### config.mk
export PLATFORM = sky130hd
export DESIGN_NAME = fetch_stage
export DESIGN_NICKNAME = d
export VERILOG_FILES = /design/src/rtl/mips_pkg.sv /design/src/rtl/ifid_reg.sv /design/src/rtl/fetch_stage.sv
export SDC_FILE = /design/constraint.sdc
export NUM_CORES = 1
export LEC_CHECK = 0
export ABC_AREA = 1
export CAP_MARGIN = 20
export CORE_ASPECT_RATIO = 1.5
export CORE_MARGIN = 8
export CORE_UTILIZATION = 61
export DETAILED_ROUTE_END_ITERATION = 7
export DONT_BUFFER_PORTS = 1
export GPL_TIMING_DRIVEN = 0
export PLACE_DENSITY = 0.74
export SYNTH_ARGS = -nofsm -noshare
export SYNTH_HDL_FRONTEND = slang
export SYNTH_SLANG_ARGS = --single-unit
### constraint.sdc
create_clock -name clk -period 1.75 [get_ports clk]
set_clock_uncertainty 0.2 [all_clocks]
set_input_delay 0.4375 -clock clk [delete_from_list [all_inputs] [get_ports clk]]
set_output_delay 0.4375 -clock clk [all_outputs]
set_load 0.02 [all_outputs]
### src/rtl/mips_pkg.sv
//------------------------------------------------------------------------------
// Module   : mips_pkg
// Purpose  : Shared constants and IF/ID record type for the 5-stage MIPS core.
//            Reused by fetch, decode and the hazard unit.
// Contents : ADDR_W   - instruction address width (word addressed)
//            INST_W   - instruction word width
//            NOP_WORD - encoding placed in IF/ID on a bubble or flush
//            if_id_t  - {inst, pc_plus1, valid}
//            pc_inc   - PC + 1, wrapping modulo 2^ADDR_W
// Revision : 1.0 - initial release
//------------------------------------------------------------------------------
`default_nettype none

package mips_pkg;

  localparam int ADDR_W = 12;
  localparam int INST_W = 19;

  localparam logic [INST_W-1:0] NOP_WORD = 19'h00000;

  typedef struct packed {
    logic [INST_W-1:0] inst;
    logic [ADDR_W-1:0] pc_plus1;
    logic              valid;
  } if_id_t;

  // Truncation to ADDR_W bits gives the 0xFFF -> 0x000 wrap for free.
  function automatic logic [ADDR_W-1:0] pc_inc(input logic [ADDR_W-1:0] pc);
    return pc + ADDR_W'(1);
  endfunction

endpackage

`default_nettype wire

### src/rtl/ifid_reg.sv
//------------------------------------------------------------------------------
// Module   : ifid_reg
// Purpose  : IF/ID pipeline register with squash and hold controls.
//            Squash has priority over hold: a squashed register always loads
//            the bubble (NOP_WORD, pc_plus1 = 0, valid = 0).
// Ports    : clk       in   clock, rising edge
//            rst       in   asynchronous active-high reset (loads the bubble)
//            i_squash  in   load bubble next edge
//            i_hold    in   keep current contents next edge
//            i_inst    in   fetched instruction word
//            i_pc_plus1 in  PC+1 of the fetched word
//            o_inst    out  registered instruction
//            o_pc_plus1 out registered PC+1
//            o_valid   out  registered valid flag
// Revision : 1.0 - initial release
//------------------------------------------------------------------------------
`default_nettype none

module ifid_reg
  import mips_pkg::*;
(
  input  logic              clk,
  input  logic              rst,
  input  logic              i_squash,
  input  logic              i_hold,
  input  logic [INST_W-1:0] i_inst,
  input  logic [ADDR_W-1:0] i_pc_plus1,
  output logic [INST_W-1:0] o_inst,
  output logic [ADDR_W-1:0] o_pc_plus1,
  output logic              o_valid
);

  localparam if_id_t c_bubble = '{inst: NOP_WORD, pc_plus1: '0, valid: 1'b0};

  if_id_t r_ifid;

  always_ff @(posedge clk or posedge rst) begin
    if (rst) begin
      r_ifid <= c_bubble;
    end else if (i_squash) begin
      r_ifid <= c_bubble;
    end else if (!i_hold) begin
      r_ifid <= '{inst: i_inst, pc_plus1: i_pc_plus1, valid: 1'b1};
    end
  end

  assign o_inst     = r_ifid.inst;
  assign o_pc_plus1 = r_ifid.pc_plus1;
  assign o_valid    = r_ifid.valid;

endmodule

`default_nettype wire

### src/rtl/fetch_stage.sv
//------------------------------------------------------------------------------
// Module   : fetch_stage
// Purpose  : Instruction-fetch stage of the 5-stage MIPS core. Owns the PC,
//            drives the combinational instruction-memory address and captures
//            the returned word into the IF/ID register. Handles stall, flush
//            and EX-stage branch/jump redirect.
// Ports    : clk, rst         clock / asynchronous active-high reset
//            imem_addr        out  current PC (combinational)
//            imem_data        in   instruction word for imem_addr, same cycle
//            stall            in   hold PC and IF/ID
//            flush            in   squash IF/ID next edge
//            redirect_valid   in   taken branch / jump from EX
//            redirect_pc      in   redirect target
//            ifid_inst        out  registered instruction to decode
//            ifid_pc_plus1    out  registered PC+1 of that instruction
//            ifid_valid       out  ifid_inst is a real fetched instruction
//            perf_fetch_cnt   out  instructions loaded into IF/ID
//            perf_bubble_cnt  out  edges that loaded a bubble
// Config   : FETCH_PERF_CNT_EN - when defined, adds the two performance
//            counter ports and registers; otherwise they are absent.
// Revision : 1.0 - initial release
//------------------------------------------------------------------------------
`default_nettype none

module fetch_stage
  import mips_pkg::*;
#(
  parameter logic [ADDR_W-1:0] RESET_PC = '0
) (
  input  logic              clk,
  input  logic              rst,
  output logic [ADDR_W-1:0] imem_addr,
  input  logic [INST_W-1:0] imem_data,
  input  logic              stall,
  input  logic              flush,
  input  logic              redirect_valid,
  input  logic [ADDR_W-1:0] redirect_pc,
  output logic [INST_W-1:0] ifid_inst,
  output logic [ADDR_W-1:0] ifid_pc_plus1,
`ifdef FETCH_PERF_CNT_EN
  output logic [31:0]       perf_fetch_cnt,
  output logic [31:0]       perf_bubble_cnt,
`endif
  output logic              ifid_valid
);

  logic [ADDR_W-1:0] r_pc;
  logic [ADDR_W-1:0] w_pc_plus1;
  logic              w_squash;

  assign w_pc_plus1 = pc_inc(r_pc);
  // A redirect kills the wrong-path word currently being fetched.
  assign w_squash   = redirect_valid | flush;
  assign imem_addr  = r_pc;

  // Redirect overrides stall so a taken branch is never lost behind a hazard.
  always_ff @(posedge clk or posedge rst) begin
    if (rst) begin
      r_pc <= RESET_PC;
    end else if (redirect_valid) begin
      r_pc <= redirect_pc;
    end else if (!stall) begin
      r_pc <= w_pc_plus1;
    end
  end

  ifid_reg u_ifid_reg (
    .clk        (clk),
    .rst        (rst),
    .i_squash   (w_squash),
    .i_hold     (stall),
    .i_inst     (imem_data),
    .i_pc_plus1 (w_pc_plus1),
    .o_inst     (ifid_inst),
    .o_pc_plus1 (ifid_pc_plus1),
    .o_valid    (ifid_valid)
  );

`ifdef FETCH_PERF_CNT_EN
  logic        w_load_valid;
  logic [31:0] r_fetch_cnt;
  logic [31:0] r_bubble_cnt;

  // Same condition under which ifid_reg loads valid<=1.
  assign w_load_valid = ~w_squash & ~stall;

  always_ff @(posedge clk or posedge rst) begin
    if (rst) begin
      r_fetch_cnt  <= '0;
      r_bubble_cnt <= '0;
    end else begin
      if (w_load_valid) r_fetch_cnt  <= r_fetch_cnt + 32'd1;
      if (w_squash)     r_bubble_cnt <= r_bubble_cnt + 32'd1;
    end
  end

  assign perf_fetch_cnt  = r_fetch_cnt;
  assign perf_bubble_cnt = r_bubble_cnt;
`endif

endmodule

`default_nettype wire
==> impl_metrics.csv, run 1 <==
group,metric,value,unit
outcome,status,"completed",
floorplanning,die_h,85.3,um
route,drt-initial-drc-count,100,
critical_path,worst_path_max_delay_cell,"dfrtp_2",
synth,synthSimpleGateAreaFrac,20.0,%
critical_path,cp-start-kind,"flop",
job,cap_viol_max_count,0,
critical_path,crit_required,1.72,ns
power,ir_worst_vdd,945,uV
critical_path,ff2ff_path_depth,7,
floorplanning,start_util,63.1,%
final_layout,drive_gt1_share,16.3,%
final_layout,final_cell_mix,"nand2_1 (57), dfrtp_1 (37), a22o_1 (19)",
synth,synthMuxAreaShare,0,%
timing,slew_headroom,40.7,%
grt,antenna_found_initial,0,
synth,ys_seq_area_share,56.4,%
timing,worst_slack,0.0845,ns
timing,worst-slew-pin-transition,0.888,ns
final_layout,final_core_util,68.9,%
timing,timing.final.crit_share,95.2,%
timing,drv_slew,0,
grt,grt_pass1_vias,1609,
synth,synthAdderAreaFrac,0.641,%
cts,cts_tree,"yes",
grt,grt_max_degree,45,
timing,fmax,0.600,GHz
synth,syn_avg_cell_area,9.44,sq um
critical_path,worstPathCellList,"ha_1 > nand2_1 > inv_1 > nand2_1 > inv_1 > o21ai_2 > o211ai_1",
synth,synth_compound_area_share,15.8,%
power,leakage,0.00106,uW
final_layout,layout_commonest_cell,"nand2_1",
critical_path,reg2reg_from,"imem_addr[0]",
placed_design,placed_cells,247,
critical_path,critPathLaunch,"imem_addr[0]",
route,routed_wl,4920,um
power,power,2150,uW
grt,overflow,0,
floorplanning,die-area,0.00531,sq mm
timing,whs,0.00454,ns
placed_design,routabilityCongestion,0.848,
cts,cts.sinks,44,
critical_path,crit_path_end_kind,"flop",
synth,synth_seq_cells,44,
critical_path,reg2reg_slack,0.08,ns
critical_path,crit_path_end,"imem_addr[6]",
critical_path,cp_num_cells,7,
min_path,hold_path.class,"primary input to async pin",
cts,cts_max_level,2,
cts,cts_buffers,5,
critical_path,path_buf_inv,2,
floorplanning,row_count,25,
critical_path,path_max_fanout,7,
synth,ys_types,23,
final_layout,layout.nets,251,
timing,post-route-min-period,1.67,ns
synth,synth_xor_area_share,0.448,%
route,firstDrtPassIters,4,
final_layout,diodes,0,
floorplanning,io_pins,80,
placed_design,place_hpwl,3790,um
synth,syn_inst,207,
grt,grt_pass1_wl,8070,um
route,vias_per_cell,6.02,
critical_path,r2r-end,"imem_addr[6]",
synth,synth_top_family_by_area,"simple AND/OR/NAND/NOR gates",
synth,syn-num-nets,244,
timing,setup_viol,0,
floorplanning,die_w,62.2,um
final_layout,instances_no_fill,255,
placed_design,port_buffers,0,
cts,cts-root-buf,"clkbuf_8",
route,route.detailed.drc,0,
critical_path,max_stage_delay,0.49,ns
route,num_vias,1534,
critical_path,criticalPathCategory,"flop to flop",
timing,final_hold_viol_count,0,
timing,rsz0062_at_grt,"yes",
placed_design,post-place-ws,-0.0994,ns
cts,clk_latency,0.30,ns
critical_path,timing.critical_path.max_delay_family,"flip-flops",
power,p_per_area,1010,mW/mm^2
grt,grt_usage,19.0,%
route,avgRoutedWirePerCell,19.3,um
final_layout,area_delta_synth_final,9.23,%
synth,yosysWarnings,0,
floorplanning,coreArea,0.00310,sq mm
cts,cts.clk_slew.worst_paths,0.08,ns
route,ant_nets,0,
critical_path,cp.arrival,1.64,ns
synth,mappedNetlistArea,0.00195,sq mm
cts,cts_buffer_depth,2,
==> cell usage after synthesis (all sizes together) <==
master,count,area (sq um)
nand2,61,244
clkbuf,1,3.75
a22o,19,166
inv,22,82.6
or2,1,6.26
nand3,14,70.1
nand4,2,12.5
ha,1,12.5
a21oi,3,15.0
xor2,1,8.76
nor3,1,5.00
buf,5,45.0
o21ai,15,75.1
dfrtp,44,1100
nor2,10,52.6
o211ai,7,52.6
==> worst reg2reg max path, delay by kind of cell (launching register included) <==
kind            cells  cell delay [ns]
compound gates      2             0.27
fa+ha+maj           1             0.24
buf+inv             2             0.15
flops               1             0.49
simple gates        2             0.20
==> area by class of cell <==
type,count,area (sq um)
Tap cell,40,50.0
Buffer,6,48.8
Clock inverter,2,35.0
Inverter,22,82.6
Fill cell,247,963
Clock buffer,6,72.6
Sequential cell,44,1110
Multi-Input combinational cell,135,734
==> repair_timing <==
| action | CTS | global route |
|---|---|---|
| setup endpoints to repair | 6 | 9 |
| endpoints found under the hold margin | 0 | 0 |
| buffers inserted | 0 | 0 |
| resized for setup | 3 | 8 |
| hold buffers | 0 | 0 |
==> flip-flops by register name, indices dropped and copies added (netlist names) <==
register	cells
u_ifid_reg.o_pc_plus1	12
imem_addr	12
u_ifid_reg.o_valid	1
u_ifid_reg.o_inst	19
==> layer usage <==
layer	routed length [um]	global-route usage, %
met4	127	9.38
met1	1730	19.9
met5	0	0
met3	481	8.30
met2	2590	31.7
==> metrics by stage <==
step / instance area, sq um / setup TNS, ns
2_1_floorplan: 1950 / 0
4_1_cts: 2110 / 0
5_1_grt: 2130 / -0.0431
3_3_place_gp: 2000 / -10.99
6_report: 2130 / 0
3_5_place_dp: 2000 / -0.400
==> how the worst min path moves through the flow <==
| stage | to | cells past startpoint |
|---|---|---|
| 2_1_floorplan | u_ifid_reg.o_pc_plus1[3] | 1 |
| 3_3_place_gp | u_ifid_reg.o_pc_plus1[3] | 1 |
| 3_5_place_dp | u_ifid_reg.o_pc_plus1[3] | 1 |
| 4_1_cts | u_ifid_reg.o_pc_plus1[8] | 1 |
| 5_1_grt | u_ifid_reg.o_pc_plus1[3] | 1 |
| 6_report | imem_addr[7] | 1 |
==> kinds of logic (layout without fill, tap and decap cells) <==
family,after synthesis,after routing
simple gates,89,89
compound gates,44,44
flops,44,44
buf+inv,28,36
fa+ha+maj,1,1
xor+xnor,1,1
==> power breakdown <==
| part | internal [uW] | leakage, uW | switching, uW | total (uW) |
|---|---|---|---|---|
| clock | 423 | 0.0000552 | 326 | 749 |
| sequential | 1070 | 0.000576 | 138 | 1210 |
| combinational | 66.6 | 0.000433 | 127 | 193 |
No activity file was read; power rests on OpenSTA's default activity.
==> run 2: changes to the inputs <==
--- a/config.mk
+++ b/config.mk
@@ -13,7 +13,7 @@
 export DETAILED_ROUTE_END_ITERATION = 7
 export DONT_BUFFER_PORTS = 1
 export GPL_TIMING_DRIVEN = 0
-export PLACE_DENSITY = 0.74
+export PLACE_DENSITY = 0.77
 export SYNTH_ARGS = -nofsm -noshare
 export SYNTH_HDL_FRONTEND = slang
 export SYNTH_SLANG_ARGS = --single-unit
==> impl_metrics.csv, run 2 (same netlist as run 1, synthesis figures left out) <==
group,metric,value,unit
final_layout,final_cell_mix,"nand2_1 (56), dfrtp_1 (37), a22o_1 (19)",
cts,post-cts-setup-buffers,0,
floorplanning,die_h,85.3,um
critical_path,cp-start-kind,"flop",
grt,antenna_found_initial,0,
power,leakage,0.00105,uW
route,route.detailed.drc,0,
cts,clk_latency,0.29,ns
timing,whs,0.0130,ns
floorplanning,io_pins,80,
route,routed_wl,5070,um
route,num_vias,1529,
cts,cts.sinks,44,
placed_design,place_hpwl,3880,um
grt,grt_pass1_wl,8160,um
floorplanning,die-area,0.00531,sq mm
floorplanning,row_count,25,
timing,post-route-min-period,1.62,ns
timing,rsz0062_at_grt,"no",
route,vias_per_cell,6.02,
final_layout,area_delta_synth_final,9.29,%
timing,setup_viol,0,
timing,worst-slew-pin-transition,0.882,ns
timing,worst_slack,0.128,ns
final_layout,layout.nets,251,
final_layout,drive_gt1_share,18.2,%
route,avgRoutedWirePerCell,20.0,um
cts,cts.clk_slew.worst_paths,0.08,ns
critical_path,criticalPathCategory,"flop to flop",
timing,drv_slew,0,
final_layout,layout_commonest_cell,"nand2_1",
critical_path,cp.arrival,1.61,ns
grt,grt_usage,19.2,%
grt,grt_max_degree,45,
route,ant_nets,0,
placed_design,post-place-ws,-0.120,ns
timing,slew_headroom,41.1,%
critical_path,worstPathCellList,"ha_2 > nand2_2 > inv_1 > nand2_1 > inv_2 > nand2_1 > nand2_1 > nand3_1 > nand2_1",
placed_design,port_buffers,0,
critical_path,cpMostUsedCell,"nand2_1",
job,cap_viol_max_count,0,
final_layout,diodes,0,
final_layout,largest_register_ffs,19,
route,drt-initial-drc-count,88,
critical_path,max_stage_delay,0.49,ns
power,power,2080,uW
critical_path,reg2reg_from,"imem_addr[0]",
cts,cts-root-buf,"clkbuf_8",
cts,cts_max_level,2,
floorplanning,die_w,62.2,um
route,firstDrtPassIters,4,
critical_path,path_max_fanout,7,
critical_path,r2r-end,"u_ifid_reg.o_pc_plus1[10]",
cts,cts_tree,"yes",
critical_path,crit_required,1.74,ns
cts,cts_buffers,5,
floorplanning,start_util,63.1,%
power,p_per_area,976,mW/mm^2
timing,timing.final.crit_share,92.7,%
min_path,hold_path.class,"primary input to async pin",
grt,overflow,0,
floorplanning,coreArea,0.00310,sq mm
critical_path,crit_path_end_kind,"flop",
timing,final_hold_viol_count,0,
critical_path,reg2reg_slack,0.13,ns
timing,fmax,0.616,GHz
timing,fin_tns_setup,0,ns
critical_path,worst_path_max_delay_cell,"dfrtp_2",
critical_path,ff2ff_path_depth,9,
grt,grt_pass1_vias,1645,
cts,hold_buffers,0,
outcome,status,"completed",
placed_design,routabilityCongestion,0.825,
cts,post_cts_resized,4,
cts,cts_buffer_depth,2,
power,ir_worst_vdd,707,uV
## run 2: changes by cell type in the layout (fill, tap and decap cells not counted), sizes merged
cell    delta
clkinv     -1
clkbuf     +1
bufinv     -1
## run 2: worst max-delay path: cells and delay by family (launching register included)
family / cells / cell delay, ns
AND/OR/NAND/NOR: 6 / 0.48
buffers and inverters: 2 / 0.12
adder cells (fa/ha/maj): 1 / 0.22
flip-flops: 1 / 0.49
## run 2: routing by layer
metal | wire length (um) | GRT usage (%) | up-vias
met3 | 495 | 7.51 | 11
met4 | 110 | 8.53 | 0
met1 | 1780 | 19.7 | 737
met5 | 0 | 0 | -
li1 | - | - | 706
met2 | 2690 | 33.6 | 75
## run 2: report_power, final
part / switching [uW] / internal [uW] / leakage, uW / total [uW]
registers: 140 / 1070 / 0.000576 / 1210
logic: 130 / 67.7 / 0.000428 / 198
clock network: 319 / 352 / 0.0000503 / 671
total: 589 / 1490 / 0.00105 / 2080
## run 2: how the worst max path moves through the flow
stage                            start                         to  slack [ns]  depth (start not counted)
after floorplan                    rst               imem_addr[0]        0.08                          1
after global placement             rst               imem_addr[0]       -0.27                          1
final                     imem_addr[0]  u_ifid_reg.o_pc_plus1[10]        0.13                          9
after detailed placement  imem_addr[0]   u_ifid_reg.o_pc_plus1[8]       -0.12                          7
after CTS                 imem_addr[0]               imem_addr[6]        0.06                          7
after global routing      imem_addr[0]   u_ifid_reg.o_pc_plus1[8]        0.02                          7
## run 2: metrics by stage
stage,utilization (%),instance area [sq um],instances
2_1_floorplan,-,1950,207
3_5_place_dp,64.7,2000,247
5_1_grt,68.9,2130,254
3_3_place_gp,64.7,2000,247
4_1_cts,68.0,2100,254
6_report,68.9,2130,254
## run 2: layout make-up
class / count / area, sq um
Tap cell: 40 / 50.0
Sequential cell: 44 / 1110
Clock buffer: 7 / 96.3
Fill cell: 243 / 962
Buffer: 6 / 48.8
Inverter: 22 / 82.6
Multi-Input combinational cell: 135 / 747
